==> config.mk <==
export PLATFORM = sky130hd
export DESIGN_NAME = keypad_scan_ctrl_flat
export DESIGN_NICKNAME = d
export VERILOG_FILES = /design/src/rtl/keypad_scan_ctrl_pkg.sv /design/src/rtl/keypad_scan_ctrl_if.sv /design/src/rtl/keypad_scan_ctrl_debounce.sv /design/src/rtl/keypad_scan_ctrl.sv /design/src/flat_wrapper.sv
export SDC_FILE = /design/constraint.sdc
export NUM_CORES = 1
export LEC_CHECK = 0
export ABC_CLOCK_PERIOD_IN_PS = 2800
export BUFFER_PORTS_ARGS = -buffer_cell sky130_fd_sc_hd__buf_2
export CAP_MARGIN = 0
export CORE_ASPECT_RATIO = 1.2
export CORE_MARGIN = 3
export CORE_UTILIZATION = 56
export DETAILED_ROUTE_END_ITERATION = 7
export PLACE_DENSITY = 0.75
export SKIP_LAST_GASP = 1
export SYNTH_ARGS = -nofsm -noshare
export SYNTH_HDL_FRONTEND = slang
export SYNTH_HIERARCHICAL = 1
export SYNTH_SLANG_ARGS = --single-unit
==> constraint.sdc <==
create_clock -name clk -period 2.8 [get_ports clk]
set_input_delay 0.28 -clock clk [delete_from_list [all_inputs] [get_ports clk]]
set_output_delay 0.28 -clock clk [all_outputs]
set_load 0.02 [all_outputs]
==> src/rtl/keypad_scan_ctrl_pkg.sv <==
// Shared types and helpers for the 4x4 keypad row-scan controller.
package keypad_pkg;

  localparam int ROWS = 4;
  localparam int COLS = 4;

  typedef logic [3:0] key_code_t;

  typedef enum logic [1:0] {IDLE, DRIVE, EVAL} state_t;
  typedef enum logic [1:0] {NONE, SINGLE, MULTI} scan_res_t;
  typedef enum logic {ARMED, LATCHED} db_phase_t;

  function automatic logic [2:0] count_low(input logic [COLS-1:0] col_n);
    logic [2:0] n;
    n = '0;
    for (int c = 0; c < COLS; c++) begin
      if (!col_n[c]) n = n + 3'd1;
    end
    return n;
  endfunction

  // Lowest-numbered active column; only meaningful when exactly one is low.
  function automatic logic [1:0] first_low(input logic [COLS-1:0] col_n);
    logic [1:0] idx;
    idx = '0;
    for (int c = COLS - 1; c >= 0; c--) begin
      if (!col_n[c]) idx = 2'(c);
    end
    return idx;
  endfunction

endpackage

==> src/rtl/keypad_scan_ctrl_if.sv <==
// Keypad scan controller bus: row decoder drive, column sense and key handshake.
interface keypad_scan_if;

  logic                            scan_en;
  logic [keypad_pkg::COLS-1:0]     col_n;
  logic                            dec_a;
  logic                            dec_b;
  logic                            dec_e;
  logic                            key_valid;
  logic                            key_ready;
  keypad_pkg::key_code_t           key_code;
  logic                            overrun;

  modport master (
    input  scan_en, col_n, key_ready,
    output dec_a, dec_b, dec_e, key_valid, key_code, overrun
  );

  modport slave (
    output scan_en, col_n, key_ready,
    input  dec_a, dec_b, dec_e, key_valid, key_code, overrun
  );

endinterface

==> src/rtl/keypad_scan_ctrl_debounce.sv <==
// Scan-to-scan debouncer: accepts a single key after DEBOUNCE_CNT identical
// scans, then waits for DEBOUNCE_CNT empty scans before re-arming.
module keypad_debounce
  import keypad_pkg::*;
#(
  parameter int DEBOUNCE_CNT = 3
) (
  input  logic      clk,
  input  logic      rst_n,
  input  logic      i_clear,
  input  logic      i_scan_done,
  input  scan_res_t i_result,
  input  key_code_t i_code,
  output logic      o_emit,
  output key_code_t o_code
);

  localparam int CW = $clog2(DEBOUNCE_CNT) + 1;

  db_phase_t   r_phase, w_phase_nxt;
  logic [CW-1:0] r_cnt, w_cnt_nxt, w_inc;
  key_code_t   r_code, w_code_nxt;

  assign w_inc  = r_cnt + CW'(1);
  assign o_code = i_code;

  always_comb begin
    w_phase_nxt = r_phase;
    w_cnt_nxt   = r_cnt;
    w_code_nxt  = r_code;
    o_emit      = 1'b0;
    if (i_clear) begin
      w_phase_nxt = ARMED;
      w_cnt_nxt   = '0;
    end else if (i_scan_done) begin
      case (r_phase)
        ARMED: begin
          if (i_result == SINGLE) begin
            w_code_nxt = i_code;
            if (r_cnt != '0 && i_code == r_code) w_cnt_nxt = w_inc;
            else                                 w_cnt_nxt = CW'(1);
            if (w_cnt_nxt == CW'(DEBOUNCE_CNT)) begin
              o_emit      = 1'b1;
              w_phase_nxt = LATCHED;
              w_cnt_nxt   = '0;
            end
          end else begin
            w_cnt_nxt = '0;
          end
        end
        LATCHED: begin
          // Any key activity, even a chord, restarts the release window.
          if (i_result == NONE) begin
            w_cnt_nxt = w_inc;
            if (w_cnt_nxt == CW'(DEBOUNCE_CNT)) begin
              w_phase_nxt = ARMED;
              w_cnt_nxt   = '0;
            end
          end else begin
            w_cnt_nxt = '0;
          end
        end
        default: begin
          w_phase_nxt = ARMED;
          w_cnt_nxt   = '0;
        end
      endcase
    end
  end

  always_ff @(posedge clk or negedge rst_n) begin
    if (!rst_n) begin
      r_phase <= ARMED;
      r_cnt   <= '0;
      r_code  <= '0;
    end else begin
      r_phase <= w_phase_nxt;
      r_cnt   <= w_cnt_nxt;
      r_code  <= w_code_nxt;
    end
  end

endmodule

==> src/rtl/keypad_scan_ctrl.sv <==
// Keypad row sequencer for a 2x4 active-low decoder with column sampling,
// scan classification and a valid/ready key output.
//   state | meaning
//   IDLE  | decoder disabled, waiting for scan_en
//   DRIVE | one row enabled, held SETTLE_CYCLES+1 cycles, sampled on the last
//   EVAL  | decoder disabled one cycle, scan result handed to the debouncer
module keypad_scan_ctrl
  import keypad_pkg::*;
#(
  parameter int SETTLE_CYCLES = 2,
  parameter int DEBOUNCE_CNT  = 3
) (
  input  logic clk,
  input  logic rst_n,
  keypad_scan_if.master kp
);

  localparam int SW = $clog2(SETTLE_CYCLES + 1) + 1;

  state_t        r_state, w_state_nxt;
  logic [1:0]    r_row;
  logic [SW-1:0] r_settle;
  logic [1:0]    r_nkeys;
  key_code_t     r_scan_code;
  logic          r_key_valid;
  key_code_t     r_key_code;
  logic          r_overrun;

  logic          w_sample;
  logic          w_abort;
  logic [2:0]    w_row_cnt;
  logic [2:0]    w_sum;
  scan_res_t     w_result;
  logic          w_emit;
  key_code_t     w_emit_code;
  logic          w_accept;

  assign w_sample  = (r_state == DRIVE) && kp.scan_en && (r_settle == '0);
  assign w_abort   = (r_state == DRIVE) && !kp.scan_en;
  assign w_row_cnt = count_low(kp.col_n);
  assign w_sum     = {1'b0, r_nkeys} + w_row_cnt;

  always_comb begin
    w_state_nxt = r_state;
    case (r_state)
      IDLE:    if (kp.scan_en) w_state_nxt = DRIVE;
      DRIVE: begin
        if (!kp.scan_en)                       w_state_nxt = IDLE;
        else if (w_sample && r_row == 2'd3)    w_state_nxt = EVAL;
      end
      EVAL:    w_state_nxt = kp.scan_en ? DRIVE : IDLE;
      default: w_state_nxt = IDLE;
    endcase
  end

  always_ff @(posedge clk or negedge rst_n) begin
    if (!rst_n) r_state <= IDLE;
    else        r_state <= w_state_nxt;
  end

  // Key count saturates at 2: only none/one/many matters for classification.
  always_ff @(posedge clk or negedge rst_n) begin
    if (!rst_n) begin
      r_row       <= '0;
      r_settle    <= SW'(SETTLE_CYCLES);
      r_nkeys     <= '0;
      r_scan_code <= '0;
    end else if (r_state == DRIVE) begin
      if (w_sample) begin
        r_settle <= SW'(SETTLE_CYCLES);
        if (r_row != 2'd3) r_row <= r_row + 2'd1;
        r_nkeys  <= (w_sum >= 3'd2) ? 2'd2 : w_sum[1:0];
        if (r_nkeys == 2'd0 && w_row_cnt == 3'd1)
          r_scan_code <= {r_row, first_low(kp.col_n)};
      end else if (r_settle != '0) begin
        r_settle <= r_settle - SW'(1);
      end
    end else begin
      r_row    <= '0;
      r_settle <= SW'(SETTLE_CYCLES);
      r_nkeys  <= '0;
    end
  end

  always_comb begin
    case (r_nkeys)
      2'd0:    w_result = NONE;
      2'd1:    w_result = SINGLE;
      default: w_result = MULTI;
    endcase
  end

  keypad_debounce #(.DEBOUNCE_CNT(DEBOUNCE_CNT)) u_debounce (
    .clk         (clk),
    .rst_n       (rst_n),
    .i_clear     (w_abort),
    .i_scan_done (r_state == EVAL),
    .i_result    (w_result),
    .i_code      (r_scan_code),
    .o_emit      (w_emit),
    .o_code      (w_emit_code)
  );

  assign w_accept = r_key_valid && kp.key_ready;

  always_ff @(posedge clk or negedge rst_n) begin
    if (!rst_n) begin
      r_key_valid <= 1'b0;
      r_key_code  <= '0;
      r_overrun   <= 1'b0;
    end else begin
      r_overrun <= 1'b0;
      if (w_emit) begin
        if (!r_key_valid || w_accept) begin
          r_key_valid <= 1'b1;
          r_key_code  <= w_emit_code;
        end else begin
          r_overrun <= 1'b1;
        end
      end else if (w_accept) begin
        r_key_valid <= 1'b0;
      end
    end
  end

  assign kp.dec_e     = (r_state != DRIVE);
  assign kp.dec_a     = (r_state == DRIVE) && r_row[1];
  assign kp.dec_b     = (r_state == DRIVE) && r_row[0];
  assign kp.key_valid = r_key_valid;
  assign kp.key_code  = r_key_code;
  assign kp.overrun   = r_overrun;

endmodule

==> src/flat_wrapper.sv <==
// flat-port wrapper written by rule: the top's interface ports become plain ports
module keypad_scan_ctrl_flat import keypad_pkg::*;
#(
  parameter int SETTLE_CYCLES = 2,
  parameter int DEBOUNCE_CNT  = 3
)
  (clk, rst_n, kp_scan_en, kp_col_n, kp_key_ready, kp_dec_a, kp_dec_b, kp_dec_e, kp_key_valid, kp_key_code, kp_overrun);
  keypad_scan_if kp_i ();
  input  logic clk;
  input  logic rst_n;
  input wire logic [$bits(kp_i.scan_en)-1:0] kp_scan_en;
  input wire logic [$bits(kp_i.col_n)-1:0] kp_col_n;
  input wire logic [$bits(kp_i.key_ready)-1:0] kp_key_ready;
  output wire logic [$bits(kp_i.dec_a)-1:0] kp_dec_a;
  output wire logic [$bits(kp_i.dec_b)-1:0] kp_dec_b;
  output wire logic [$bits(kp_i.dec_e)-1:0] kp_dec_e;
  output wire logic [$bits(kp_i.key_valid)-1:0] kp_key_valid;
  output wire logic [$bits(kp_i.key_code)-1:0] kp_key_code;
  output wire logic [$bits(kp_i.overrun)-1:0] kp_overrun;
  assign kp_i.scan_en = kp_scan_en;
  assign kp_i.col_n = kp_col_n;
  assign kp_i.key_ready = kp_key_ready;
  assign kp_dec_a = kp_i.dec_a;
  assign kp_dec_b = kp_i.dec_b;
  assign kp_dec_e = kp_i.dec_e;
  assign kp_key_valid = kp_i.key_valid;
  assign kp_key_code = kp_i.key_code;
  assign kp_overrun = kp_i.overrun;
  keypad_scan_ctrl #(.SETTLE_CYCLES(SETTLE_CYCLES), .DEBOUNCE_CNT(DEBOUNCE_CNT)) u_core (.clk(clk), .rst_n(rst_n), .kp(kp_i));
endmodule
-- Word level (Yosys, flattened, before mapping)
Index checks and enable logic that the tools add are counted.
- flip-flop bits (word level): 27
- input port bits: 8
- output and inout bits: 9
- word-level logic and storage cells: 114
- add/subtract/negate cells: 7
- $lt $le $gt $ge: 1
- equal/unequal tests: 17
- mux-type cells: 50
- bitwise gates (word level): 2
- reductions and logical operators: 26
- operators by type and width (operator ; number):
    3-bit two-way mux ; 17
    2-bit two-way mux ; 13
    1-bit two-way mux ; 16
    3-bit by 1-bit adder with 3-bit output (second input constant) ; 3
    1-bit logical AND ; 9
    2-bit AND reduction ; 4
    2-bit by 1-bit == test with 1-bit output (second input constant) ; 3
    3-bit by 2-bit == test with 1-bit output (second input constant) ; 2
    2-bit logical NOT ; 3
    2-bit by 1-bit inequality test with 1-bit output (second input constant) ; 3
    2-bit inequality test (second input constant) ; 3
    2-bit case mux with 3 select lines ; 1
    3-bit case mux with 2 select lines ; 1
    3-bit nonzero test ; 2
    2-bit == test (second input constant) ; 2
    4-bit == test ; 1
    2-bit case mux with 2 select lines ; 1
    4-bit AND reduction ; 1
    2-bit nonzero test ; 2
    2-bit by 3-bit adder with 3-bit output ; 1
    3-bit by 1-bit == test with 1-bit output (second input constant) ; 1
    3-bit by 2-bit >= comparator with 1-bit output (second input constant) ; 1
    3-bit logical NOT ; 1
    3-bit by 2-bit inequality test with 1-bit output (second input constant) ; 1
    9 further kinds ; 11

-- Longest topological paths before layout
- word-level depth: 15
- mapped depth: 10
- gate-level depth less buffers: 10

-- By module
Netlist, hierarchy kept.
- by module, submodules not included (module ; times used ; cells each ; area each (um^2) ; sequential area each (um^2)):
    keypad_scan_ctrl ; 1 ; 103 ; 1118.6 ; 476.7
    keypad_debounce ; 1 ; 60 ; 608.1 ; 200.2

-- Least setup slack after synthesis
OpenSTA, ideal clock, no wires.
- path kind: input-to-reg
- start: input kp_col_n[0]
- end: register u_core.r_scan_code[0]
- arrival time: 2221 ps
- setup slack: 451 ps
- stages: 8
- cell sequence: inv_1 ha_1 xnor2_1 ha_1 nor3_1 a31oi_1 a2111oi_4 mux2_1
- word-level cells in the longest chain between the ends: 10
- elaborated cells on any way between the ends: 11
- those cells by class: add/sub: 3; eq/ne: 1; mux: 5; reduce/logical: 2
- RTL lines (item ; line ; text):
    start, declared ; flat_wrapper.sv:12 ; input wire logic [$bits(kp_i.col_n)-1:0] kp_col_n;
    1-bit two-way mux ; keypad_scan_ctrl_pkg.sv:17 ; if (!col_n[c]) n = n + 3'd1;
    1-bit by 1-bit adder with 2-bit output ; keypad_scan_ctrl_pkg.sv:17 ;
    3-bit two-way mux ; keypad_scan_ctrl_pkg.sv:17 ;
    3-bit by 1-bit adder with 3-bit output ; keypad_scan_ctrl_pkg.sv:17 ;
    3-bit two-way mux ; keypad_scan_ctrl_pkg.sv:17 ;
    3-bit by 1-bit adder with 3-bit output ; keypad_scan_ctrl_pkg.sv:17 ;
    3-bit two-way mux ; keypad_scan_ctrl_pkg.sv:17 ;
    3-bit by 1-bit == test with 1-bit output ; keypad_scan_ctrl.sv:73 ; if (r_nkeys == 2'd0 && w_row_cnt == 3'd1)
    1-bit logical AND ; keypad_scan_ctrl.sv:73 ;
    3-bit AND reduction (no source line) ; - ;
    end signal, assigned ; keypad_scan_ctrl.sv:74 ; r_scan_code <= {r_row, first_low(kp.col_n)};
    end, declared ; keypad_scan_ctrl.sv:24 ; key_code_t r_scan_code;
Parallel ways exist; a longest one is shown, timed or not.
A chain may end at the register's enable or synchronous reset.

-- Worst setup path after layout
- start: register u_core.r_settle[0]
- end: register u_core.r_scan_code[3]
- word-level cells in the longest chain between the ends: 3
- RTL lines (item ; line ; text):
    start, declared ; keypad_scan_ctrl.sv:22 ; logic [SW-1:0] r_settle;
    start signal, assigned ; keypad_scan_ctrl.sv:65 ; r_settle <= SW'(SETTLE_CYCLES);
    start signal, assigned ; keypad_scan_ctrl.sv:70 ; r_settle <= SW'(SETTLE_CYCLES);
    start signal, assigned ; keypad_scan_ctrl.sv:76 ; r_settle <= r_settle - SW'(1);
    3-bit logical NOT ; keypad_scan_ctrl.sv:38 ; assign w_sample = (r_state == DRIVE) && kp.scan_en && (r_settle == '0);
    1-bit logical AND ; keypad_scan_ctrl.sv:38 ;
    3-bit AND reduction (no source line) ; - ;
No other way between the ends.

==> impl_results.md <==
- Clock Tree Root: clkbuf_4
- Register-to-Register Setup Slack: 360 ps
- CP Capture Point: u_core/r_scan_code[3]
- Post-route cell area: 0.00183 mm²
- Clk sinks: 27
- Layout cells sized above 1: 0.233
- Dominant delay contributor by cell family on the critical path: simple AND/OR/NAND/NOR gates
- Max Cap Viol: 0
- First-pass DRT Iterations: 4
- TritonCTS Buffers: 3
- Vias in the first global route: 1099
- Initial antenna violation count: 0
- Final period utilization: 0.873
- Buf+Inv Stages, Crit Path: 1
- Status: complete, no violations
- Total routing usage reported by global routing: 0.169
- Worst-path clk slew: 150 ps
- Die W: 56.7 µm
- Simple-gate share of the synthesized area: 0.167
- H-tree Lvls: 1
- Yosys warning count: 6
- Adder-Cell Fraction of Synth Area: 0.0841
- Skew-Pair Late Insertion Delay: 320 ps
- Fin. Hold Viols: 0
- Buffers on Ports: 16
- # nets final: 196
- RSZ-0062 raised after global routing: false
- Switching Power: 286 µW
- Fin cells: 210
- Vias: 1168
- Clk buf depth: 2
- Net Sw Frac: 0.324
- FFs w/ async S/R, synth: 1.00
- Slew @ Worst Pin: 594 ps
- Worst path max stage delay: 480 ps
- CP startpoint: u_core/r_settle[0]
- Post-CTS sizing: 0
- WP depth: 7
- Yosys cell types: 51
- Post-CTS Setup Inserts: 0
- Worst path slowest cell: or4_4
- Peak VDD IR: 0.354 mV
- Top cell by count, worst path: ha_1
- Slew Viols, Final: 0
- Area grow syn2layout: 6.09%
- Die Y: 66.8 µm
- WL/cell: 14.0 µm
- Post-Syn Area: 0.00173 mm²
- Setup-failing EPs final: 0
- Main combinational cell family by area after synthesis: simple AND/OR/NAND/NOR gates
- Post-synthesis mux area share: 0.0841
- Core area: 0.00286 mm²
- Post-synthesis sequential area ratio: 0.392
- Hold Crit Class: in -> reg
- Most frequent cells in the layout: dfrtp_1, buf_2, inv_1, nand2_1, ha_1
- Initial DRC Count: 42
- Post-synth EDFFs: 0
- Lkg Pwr: 0.895 nW
- Reg2reg end: u_core/r_scan_code[3]
- Max-slew headroom: 0.604
- Final Critical Period: 2440 ps
- Final ANT Viol Nets: 0
- Crit path max fanout: 8
- Clock group share of total power: 0.189
- Mapped Nets: 182
- Wirelength, routed: 2.95 mm
- Initial Util: 0.603
- Core Rows: 21
- Setup_tns: 0 ps
- Worst Path Class, Setup: reg -> reg
- Post-DP Area: 0.00179 mm²
- Gr ovfl total: 0
- Syn_area_per_cell: 10.6 µm²
- CP startpoint kind: register
- Placed cells: 205
- Gate power share: 0.276
- Final Skew: 5.10 ps
- Fmax: 409 MHz
- Crit end category: register
- Flops & latches, synth: 27
- Critical Path RT: 3020 ps
- Reg2reg start: u_core/r_settle[0]
- Internal power: 598 µW
- First-pass GRT wire length: 4.94 mm
- Floorplan die area: 0.00379 mm²
- Compound-Gate Fraction of Synth Area: 0.141
- Main synth FF type: dfrtp_1
- # DRC: 0
- Diodes inserted: 0
- RePlAce Congestion: 0.775
- CTS tree: yes
- # hold bufs at CTS: 1
- Commonest non-fill, non-tap cell in the layout: dfrtp_1
- Sequential share of power: 0.535
- Ports: 17
- Worst R2R Path Depth: 7
- Crit path DAT: 2660 ps
- HPWL after DPL: 2.33 mm
- Power Dens Cells: 483 mW/mm²
- Gate Count Post-Synth: 163
- Largest net degree at the start of global routing: 28
- XOR/XNOR share of the synthesized area: 0.0630
- Crit-path cells: inv_1, ha_1, ha_1, nand2_1, or4_4, a2111oi_4, mux2_1
- DR vias/cell: 5.56
## worst register-to-register path: cells and delay by family, from the launching register on
| family | cells | cell delay, ps |
|---|---|---|
| AND/OR/NAND/NOR | 2 | 680 |
| multiplexers | 1 | 370 |
| buffers and inverters | 1 | 60 |
| flip-flops | 1 | 420 |
| adder cells (fa/ha/maj) | 2 | 430 |
| AO/OA/AOI/OAI | 1 | 370 |
## Yosys cell counts (2+ instances only)
cell / number / area [µm²]
mux2_1: 6 / 67.6
a211oi_1: 3 / 22.5
buf_4: 4 / 30.0
a31oi_1: 2 / 12.5
dfrtp_1: 26 / 651
a21o_1: 2 / 15.0
nor3_1: 3 / 15.0
o21ai_0: 3 / 15.0
nand2_1: 10 / 37.5
a21oi_1: 7 / 35.0
xor2_1: 5 / 43.8
mux2_2: 6 / 67.6
ha_1: 10 / 125
clkbuf_2: 2 / 10.0
a221oi_1: 2 / 17.5
and2_2: 2 / 15.0
and2b_2: 2 / 17.5
nand3_1: 5 / 25.0
nor2b_1: 4 / 25.0
nand4_1: 2 / 12.5
nand2b_1: 2 / 12.5
xnor2_1: 3 / 26.3
inv_1: 15 / 56.3
nor3b_1: 2 / 15.0
a2111oi_4: 2 / 55.1
nor2_1: 8 / 30.0
## layout make-up
| type | count | area (µm²) |
|---|---|---|
| fill | 249 | 1030 |
| inverter | 16 | 62.6 |
| multi-input combinational | 112 | 930 |
| clock buffer | 3 | 22.5 |
| clock inverter | 1 | 7.51 |
| timing repair buffer | 17 | 90.1 |
| tap | 34 | 42.5 |
| sequential | 27 | 677 |
## power groups by stage
stage | registers (mW) | clock network [mW] | logic (mW)
after floorplan | 0.468 | 0 | 0.218
after global placement | 0.479 | 0 | 0.237
after detailed placement | 0.481 | 0 | 0.246
after CTS | 0.474 | 0.175 | 0.247
after global routing | 0.482 | 0.193 | 0.280
final | 0.474 | 0.167 | 0.244
## state kept, by name, indices dropped and copies added (netlist names)
| signal | flops |
|---|---|
| u_core/kp.key_code | 4 |
| u_core/kp.key_valid | 1 |
| u_core/kp.overrun | 1 |
| u_core/r_nkeys | 2 |
| u_core/r_row | 2 |
| u_core/r_scan_code | 4 |
| u_core/r_settle | 3 |
| u_core/r_state | 2 |
| u_core/u_debounce/r_cnt | 3 |
| u_core/u_debounce/r_code | 4 |
| u_core/u_debounce/r_phase | 1 |
## routing by layer
metal / vias to the layer above / part of all wire / global-route usage
met2: 10 / 0.52 / 0.296
met3: 2 / 0.020 / 0.0233
li1: 588 / - / -
met1: 568 / 0.45 / 0.215
met4: 0 / 0.0078 / 0.0534
met5: - / 0 / 0
## worst min-delay path by stage
| stage | from | end | slack [ps] | depth (start not counted) |
|---|---|---|---|---|
| after floorplan | rst_n | u_core/kp.key_code[0] | -20 | 0 |
| after global placement | rst_n | u_core/kp.key_code[0] | 310 | 1 |
| final | kp_scan_en | u_core/r_state[1] | 240 | 3 |
| after detailed placement | rst_n | u_core/kp.key_code[0] | 320 | 1 |
| after CTS | kp_key_ready | u_core/kp.overrun | 230 | 3 |
| after global routing | kp_scan_en | u_core/r_state[1] | 250 | 3 |
## cells by family (layout without fill, tap and decap cells)
group           count (synthesis)  count (layout)
simple gates                   48              48
compound gates                 30              30
flops                          27              27
buf+inv                        24              37
mux                            13              13
fa+ha+maj                      11              11
xor+xnor                       10              10
## per-stage QoR
step | util | power, mW | hold WS, ps | worst slack, ps
6_report | 0.640 | 0.884 | 243 | 357
5_1_grt | 0.640 | 0.955 | 250 | 164
4_1_cts | 0.640 | 0.896 | 235 | 362
3_5_place_dp | 0.626 | 0.727 | 319 | 141
3_3_place_gp | 0.626 | 0.716 | 307 | 266
2_1_floorplan | - | 0.686 | -15.6 | 451
No activity file was read; power rests on OpenSTA's default activity.
